### src/rtl/gcd_pkg.sv
// Shared types and constants for the subtractive GCD controller.
package gcd_pkg;
  typedef enum logic [1:0] {IDLE, LOAD_B, RUN, DONE} state_t;

  localparam logic SEL_A    = 1'b0;
  localparam logic SEL_B    = 1'b1;
  localparam logic SEL_SUB  = 1'b0;
  localparam logic SEL_DATA = 1'b1;

  localparam int MAX_ITER_DEFAULT = 65535;
  localparam int CW_DEFAULT       = 17;
endpackage

### src/rtl/gcd_controller_if.sv
// Handshake, comparator status and datapath control bundle between the GCD controller and its datapath.
interface gcd_controller_if #(parameter int CW = 17);
  logic          in_valid, in_ready, out_valid, out_ready;
  logic          lt, gt, eq;
  logic          ldA, ldB, sel1, sel2, sel_in;
  logic          busy, timeout;
  logic [CW-1:0] iter_count;

  modport master (
    input  in_valid, out_ready, lt, gt, eq,
    output in_ready, out_valid, ldA, ldB, sel1, sel2, sel_in, busy, timeout, iter_count
  );
  modport slave (
    output in_valid, out_ready, lt, gt, eq,
    input  in_ready, out_valid, ldA, ldB, sel1, sel2, sel_in, busy, timeout, iter_count
  );
endinterface

### src/rtl/gcd_iter_counter.sv
// Clear/increment subtraction counter; tc_next flags the increment that lands on MAX_ITER.
module gcd_iter_counter #(
  parameter int CW       = 17,
  parameter int MAX_ITER = 65535
) (
  input  logic          clk,
  input  logic          rst_n,
  input  logic          clr,
  input  logic          inc,
  output logic [CW-1:0] count,
  output logic          tc_next
);
  always_ff @(posedge clk or negedge rst_n) begin
    if (!rst_n)   count <= '0;
    else if (clr) count <= '0;
    else if (inc) count <= count + 1'b1;
  end

  assign tc_next = inc && (count == CW'(MAX_ITER - 1));
endmodule

### src/rtl/gcd_controller.sv
// Control FSM for a 16-bit subtractive GCD datapath: operand intake, one subtraction per cycle, bounded run.
module gcd_controller
  import gcd_pkg::*;
#(
  parameter int MAX_ITER = MAX_ITER_DEFAULT,
  parameter int CW       = CW_DEFAULT
) (
  input logic              clk,
  input logic              rst_n,
  gcd_controller_if.master bus
);
  state_t state;
  logic   timeout_q;
  logic   ld_a, ld_b, s1, s2, s_in, sub, tc_next, clr;

  assign clr = (state == IDLE) && bus.in_valid;

  gcd_iter_counter #(.CW(CW), .MAX_ITER(MAX_ITER)) u_cnt (
    .clk     (clk),
    .rst_n   (rst_n),
    .clr     (clr),
    .inc     (sub),
    .count   (bus.iter_count),
    .tc_next (tc_next)
  );

  // eq wins over gt/lt; no status bit at all is treated as eq.
  always_comb begin
    ld_a = 1'b0;
    ld_b = 1'b0;
    s1   = SEL_A;
    s2   = SEL_B;
    s_in = SEL_SUB;
    sub  = 1'b0;
    case (state)
      IDLE:   if (bus.in_valid) begin ld_a = 1'b1; s_in = SEL_DATA; end
      LOAD_B: if (bus.in_valid) begin ld_b = 1'b1; s_in = SEL_DATA; end
      RUN: begin
        if (!bus.eq && bus.gt) begin
          ld_a = 1'b1; s1 = SEL_A; s2 = SEL_B; sub = 1'b1;
        end else if (!bus.eq && bus.lt) begin
          ld_b = 1'b1; s1 = SEL_B; s2 = SEL_A; sub = 1'b1;
        end
      end
      default: ;
    endcase
  end

  always_ff @(posedge clk or negedge rst_n) begin
    if (!rst_n) begin
      state     <= IDLE;
      timeout_q <= 1'b0;
    end else begin
      case (state)
        IDLE: if (bus.in_valid) begin
          timeout_q <= 1'b0;
          state     <= LOAD_B;
        end
        LOAD_B: if (bus.in_valid) state <= RUN;
        RUN: begin
          if (!sub) begin
            timeout_q <= 1'b0;
            state     <= DONE;
          end else if (tc_next) begin
            timeout_q <= 1'b1;
            state     <= DONE;
          end
        end
        DONE: if (bus.out_ready) state <= IDLE;
        default: state <= IDLE;
      endcase
    end
  end

  assign bus.ldA       = ld_a;
  assign bus.ldB       = ld_b;
  assign bus.sel1      = s1;
  assign bus.sel2      = s2;
  assign bus.sel_in    = s_in;
  assign bus.in_ready  = (state == IDLE) || (state == LOAD_B);
  assign bus.out_valid = (state == DONE);
  assign bus.busy      = (state == RUN);
  assign bus.timeout   = timeout_q;
endmodule

### src/flat_wrapper.sv
// flat-port wrapper written by rule: the top's interface ports become plain ports
module gcd_controller_flat import gcd_pkg::*;
#(
  parameter int MAX_ITER = MAX_ITER_DEFAULT,
  parameter int CW       = CW_DEFAULT
)
  (clk, rst_n, bus_in_valid, bus_out_ready, bus_lt, bus_gt, bus_eq, bus_in_ready, bus_out_valid, bus_ldA, bus_ldB, bus_sel1, bus_sel2, bus_sel_in, bus_busy, bus_timeout, bus_iter_count);
  gcd_controller_if #(.CW(CW)) bus_i ();
  input logic clk;
  input logic rst_n;
  input wire logic [$bits(bus_i.in_valid)-1:0] bus_in_valid;
  input wire logic [$bits(bus_i.out_ready)-1:0] bus_out_ready;
  input wire logic [$bits(bus_i.lt)-1:0] bus_lt;
  input wire logic [$bits(bus_i.gt)-1:0] bus_gt;
  input wire logic [$bits(bus_i.eq)-1:0] bus_eq;
  output wire logic [$bits(bus_i.in_ready)-1:0] bus_in_ready;
  output wire logic [$bits(bus_i.out_valid)-1:0] bus_out_valid;
  output wire logic [$bits(bus_i.ldA)-1:0] bus_ldA;
  output wire logic [$bits(bus_i.ldB)-1:0] bus_ldB;
  output wire logic [$bits(bus_i.sel1)-1:0] bus_sel1;
  output wire logic [$bits(bus_i.sel2)-1:0] bus_sel2;
  output wire logic [$bits(bus_i.sel_in)-1:0] bus_sel_in;
  output wire logic [$bits(bus_i.busy)-1:0] bus_busy;
  output wire logic [$bits(bus_i.timeout)-1:0] bus_timeout;
  output wire logic [$bits(bus_i.iter_count)-1:0] bus_iter_count;
  assign bus_i.in_valid = bus_in_valid;
  assign bus_i.out_ready = bus_out_ready;
  assign bus_i.lt = bus_lt;
  assign bus_i.gt = bus_gt;
  assign bus_i.eq = bus_eq;
  assign bus_in_ready = bus_i.in_ready;
  assign bus_out_valid = bus_i.out_valid;
  assign bus_ldA = bus_i.ldA;
  assign bus_ldB = bus_i.ldB;
  assign bus_sel1 = bus_i.sel1;
  assign bus_sel2 = bus_i.sel2;
  assign bus_sel_in = bus_i.sel_in;
  assign bus_busy = bus_i.busy;
  assign bus_timeout = bus_i.timeout;
  assign bus_iter_count = bus_i.iter_count;
  gcd_controller #(.MAX_ITER(MAX_ITER), .CW(CW)) u_core (.clk(clk), .rst_n(rst_n), .bus(bus_i));
endmodule
### config.mk
export PLATFORM = sky130hd
export DESIGN_NAME = gcd_controller_flat
export DESIGN_NICKNAME = d
export VERILOG_FILES = /design/src/rtl/gcd_pkg.sv /design/src/rtl/gcd_controller_if.sv /design/src/rtl/gcd_iter_counter.sv /design/src/rtl/gcd_controller.sv /design/src/flat_wrapper.sv
export SDC_FILE = /design/constraint.sdc
export NUM_CORES = 1
export LEC_CHECK = 0
export BUFFER_PORTS_ARGS = -buffer_cell sky130_fd_sc_hd__buf_2
export CAP_MARGIN = 10
export CELL_PAD_IN_SITES_DETAIL_PLACEMENT = 2
export CELL_PAD_IN_SITES_GLOBAL_PLACEMENT = 2
export CORE_MARGIN = 1
export CORE_UTILIZATION = 32
export DETAILED_ROUTE_END_ITERATION = 8
export PLACE_DENSITY = 0.89
export SYNTH_ARGS = -nofsm -noshare
export SYNTH_HDL_FRONTEND = slang
export SYNTH_SLANG_ARGS = --single-unit
### constraint.sdc
create_clock -name clk -period 4.4 [get_ports clk]
set_clock_uncertainty 0.15 [all_clocks]
set_input_delay 0.66 -clock clk [delete_from_list [all_inputs] [get_ports clk]]
set_output_delay 0.66 -clock clk [all_outputs]
set_load 0.02 [all_outputs]
==> metrics.log <==
INFO  metric outcome = finished clean
INFO  metric most_common_library_cell_in_the_layout_ignoring_fill_and_taps = buf_2
INFO  metric post-cts-setup-buffer-count = 0
INFO  metric critical-path-slowest-cell = dfrtp_1
INFO  metric asyncSetResetFlopFracSynth = 100.0%
INFO  metric path_cells = inv_1 > ha_1 > nor2b_1 > nand3b_1 > a21boi_0 > buf_2
INFO  metric area_growth = 21.12%
INFO  metric nets = 179
INFO  metric critPathMaxStageDelay = 0.46 ns
INFO  metric io_buffer_count = 32
INFO  metric synth_area = 0.001202 mm2
INFO  metric yosysSeqAreaShare = 41.62%
INFO  metric syn-instance-count = 132
INFO  metric detail_route.wl_per_cell = ~18 um
INFO  metric place.gp.congestion = approximately 0.79
INFO  metric numClockSinks = 20
INFO  metric netlist-cell-type-count = 35
INFO  metric crit_path_end_kind = output port
INFO  metric cp.required = 3.59 ns
INFO  metric diodes = 0
INFO  metric clockRootBuffer = clkbuf_8
INFO  metric cts.clk_slew.worst_paths = 0.08 ns
INFO  metric synth_area_per_cell = 9.109 um2
INFO  metric max_freq = 371.5 MHz
INFO  metric antenna_violations_before_repair = 0
INFO  metric grt_util_all_layers = about a fifth
INFO  metric cts_made_buffers = 3
INFO  metric total_via_count_after_detailed_routing = 1139
INFO  metric cts_tree = done
INFO  metric placeableCoreArea = 0.003468 mm2
INFO  metric final_layout_size_suffix_gt1_share = approximately a quarter
INFO  metric place_ws = 2.008 ns
INFO  metric power.static_leakage = a little over 0.7 nW
INFO  metric detail_route.first_pass.iterations = 3
INFO  metric irDropWorstVdd = about 220 uV
INFO  metric grt_max_degree = 21
INFO  metric critPathKind = flop to output port
INFO  metric ios = 33
INFO  metric hpwl_detailed = 2.883 mm
INFO  metric grt-ovfl-total = 0
INFO  metric viasPerCell = approximately 5.4
INFO  metric synth_enable_flop_cells = 0
INFO  metric dominantRegCellSynth = dfrtp_1
INFO  metric grt_first_pass_wirelength = approximately 6.4 mm
INFO  metric mostFrequentLayoutCells = 32 x buf_2, 20 x dfrtp_1, 13 x nor2_1, 11 x nand2_1, 10 x inv_1
INFO  metric worst_pin_slew = ~0.57 ns
INFO  metric die_h = ~63 um
INFO  metric grt_pass1_vias = 1275
INFO  metric route.antenna.remaining_nets = 0
INFO  metric holdBufCountCts = 0
INFO  metric design_power_total = 0.6418 mW
INFO  metric detail_route.iter0.violations = 35
INFO  metric rsz0062_at_grt = no
INFO  metric number_of_levels_the_h_tree_was_split_into = 1
INFO  metric start_util = 34.67%
INFO  metric clk_latency = 0.26 ns
INFO  metric postCtsResizedCells = 0
INFO  metric postSynthNetCount = between 100 and 150
INFO  metric worst_setup_path_start_kind = flop
INFO  metric hold_path.class = input pin to asynchronous set/reset pin
INFO  metric setup_violations = 0
INFO  metric finalCritPeriodShare = 61.18%
INFO  metric drv_slew = 0
INFO  metric power.density_cell_area = roughly 440 mW/mm2
INFO  metric final.min_clock_period = ~2.7 ns
INFO  metric wirelength_routed = between 3 and 4 mm
INFO  metric cp.arrival = 1.88 ns
INFO  metric postSynthRegisterBits = 20
INFO  metric fin_setup_tns = 0 ns
INFO  metric worst_slew_margin_rel = around three fifths
INFO  metric final_number_of_hold_violating_endpoints = 0
INFO  metric core.rowCount = 21
INFO  metric synth_warnings = 0
INFO  metric drv.max_cap_violation_count = 0
INFO  metric detail_route.drc_violations = 0
INFO  metric die-area = 0.004007 mm2
INFO  metric critical_path_peak_fanout = 5
INFO  metric clk_path_buf_depth = 2
INFO  metric timing.final.ws_setup = 1.708 ns
INFO  metric die_w = 63.30 um
[area by class of cell]
| cell class | count | area [um2] |
|---|---|---|
| Timing Repair Buffer | 32 | 160.2 |
| Tap cell | 46 | 57.56 |
| Fill cell | 421 | 2012 |
| Clock buffer | 4 | 55.05 |
| Multi-Input combinational cell | 99 | 645.6 |
| Sequential cell | 20 | 500.5 |
| Inverter | 10 | 37.54 |
[report_power, final]
part	internal, mW	leakage (nW)	switching [mW]
Combinational	0.0944	0.404	0.173
Sequential	0.202	0.273	0.0259
Clock	0.0798	0.0288	0.0664
[critical path: cells and delay by family (launching register included)]
| kind | cells | cell delay, ns |
|---|---|---|
| adder cells (fa/ha/maj) | 1 | 0.29 |
| AO/OA/AOI/OAI | 1 | 0.20 |
| buffers and inverters | 2 | 0.33 |
| AND/OR/NAND/NOR | 2 | 0.33 |
| flip-flops | 1 | 0.46 |
[per-stage QoR]
stage | instances | util [%] | hold WS [ns] | instance area [um2]
after CTS | 211 | 41.99 | 0.2106 | 1456
final | 211 | 41.99 | 0.1972 | 1456
after detailed placement | 207 | 40.40 | 0.3218 | 1401
after floorplan | 132 | - | 0.2144 | 1202
after global placement | 207 | 40.40 | 0.3242 | 1401
after global routing | 211 | 41.99 | 0.2286 | 1456
[cell usage after synthesis (2+ instances only)]
master    count  area share, %
dfrtp_1      20             42
nor2_1       13            4.1
nand2_1      11            3.4
inv_1        10            3.1
a21oi_1       9            3.7
nand3_1       8            3.3
ha_1          6            6.2
or4_1         6            3.7
nand4_1       5            2.6
o31ai_1       5            3.1
xnor2_1       5            3.6
mux2i_1       3            2.5
nor4_1        3            1.6
clkbuf_1      2           0.62
nand2b_1      2            1.0
nor2b_1       2            1.0
nor3_1        2           0.83
o21ai_0       2           0.83
or3_1         2            1.0
[state kept, by name, summed over array words and instances, names as in the netlist]
name,flops
u_core.bus.timeout,1
u_core.state,2
u_core.u_cnt.count,17
[layer usage]
metal	wire, um	track usage, %	vias to the layer above
met5	0	0	-
li1	-	-	540
met1	1641	24.49	564
met2	1909	36.96	27
met4	61	5.682	0
met3	147	4.529	8
[kinds of logic after synthesis]
group	after synthesis	share of synthesized area (%)
AOI/OAI and AO/OA	22	11.76
xor gates and xnor gates	6	4.370
adders and majority gates	6	6.243
buffers and inverters	13	4.683
DFF	20	41.62
muxes	4	3.434
and+or+nand+nor	61	27.89
[worst paths after layout]
path,cells after the start,from,endpoint,slack (ns)
setup / recovery,6,u_core.state[0],bus_ldB,1.71
hold / removal,1,rst_n,u_core.u_cnt.count[13],0.20
setup reg to reg,6,u_core.state[0],u_core.u_cnt.count[9],1.97
hold reg to reg,1,u_core.bus.timeout,u_core.bus.timeout,0.34
max in group asynchronous,1,rst_n,u_core.bus.timeout,3.56
min in group clk,1,u_core.bus.timeout,u_core.bus.timeout,0.34
(Power assumes the default switching activity.)
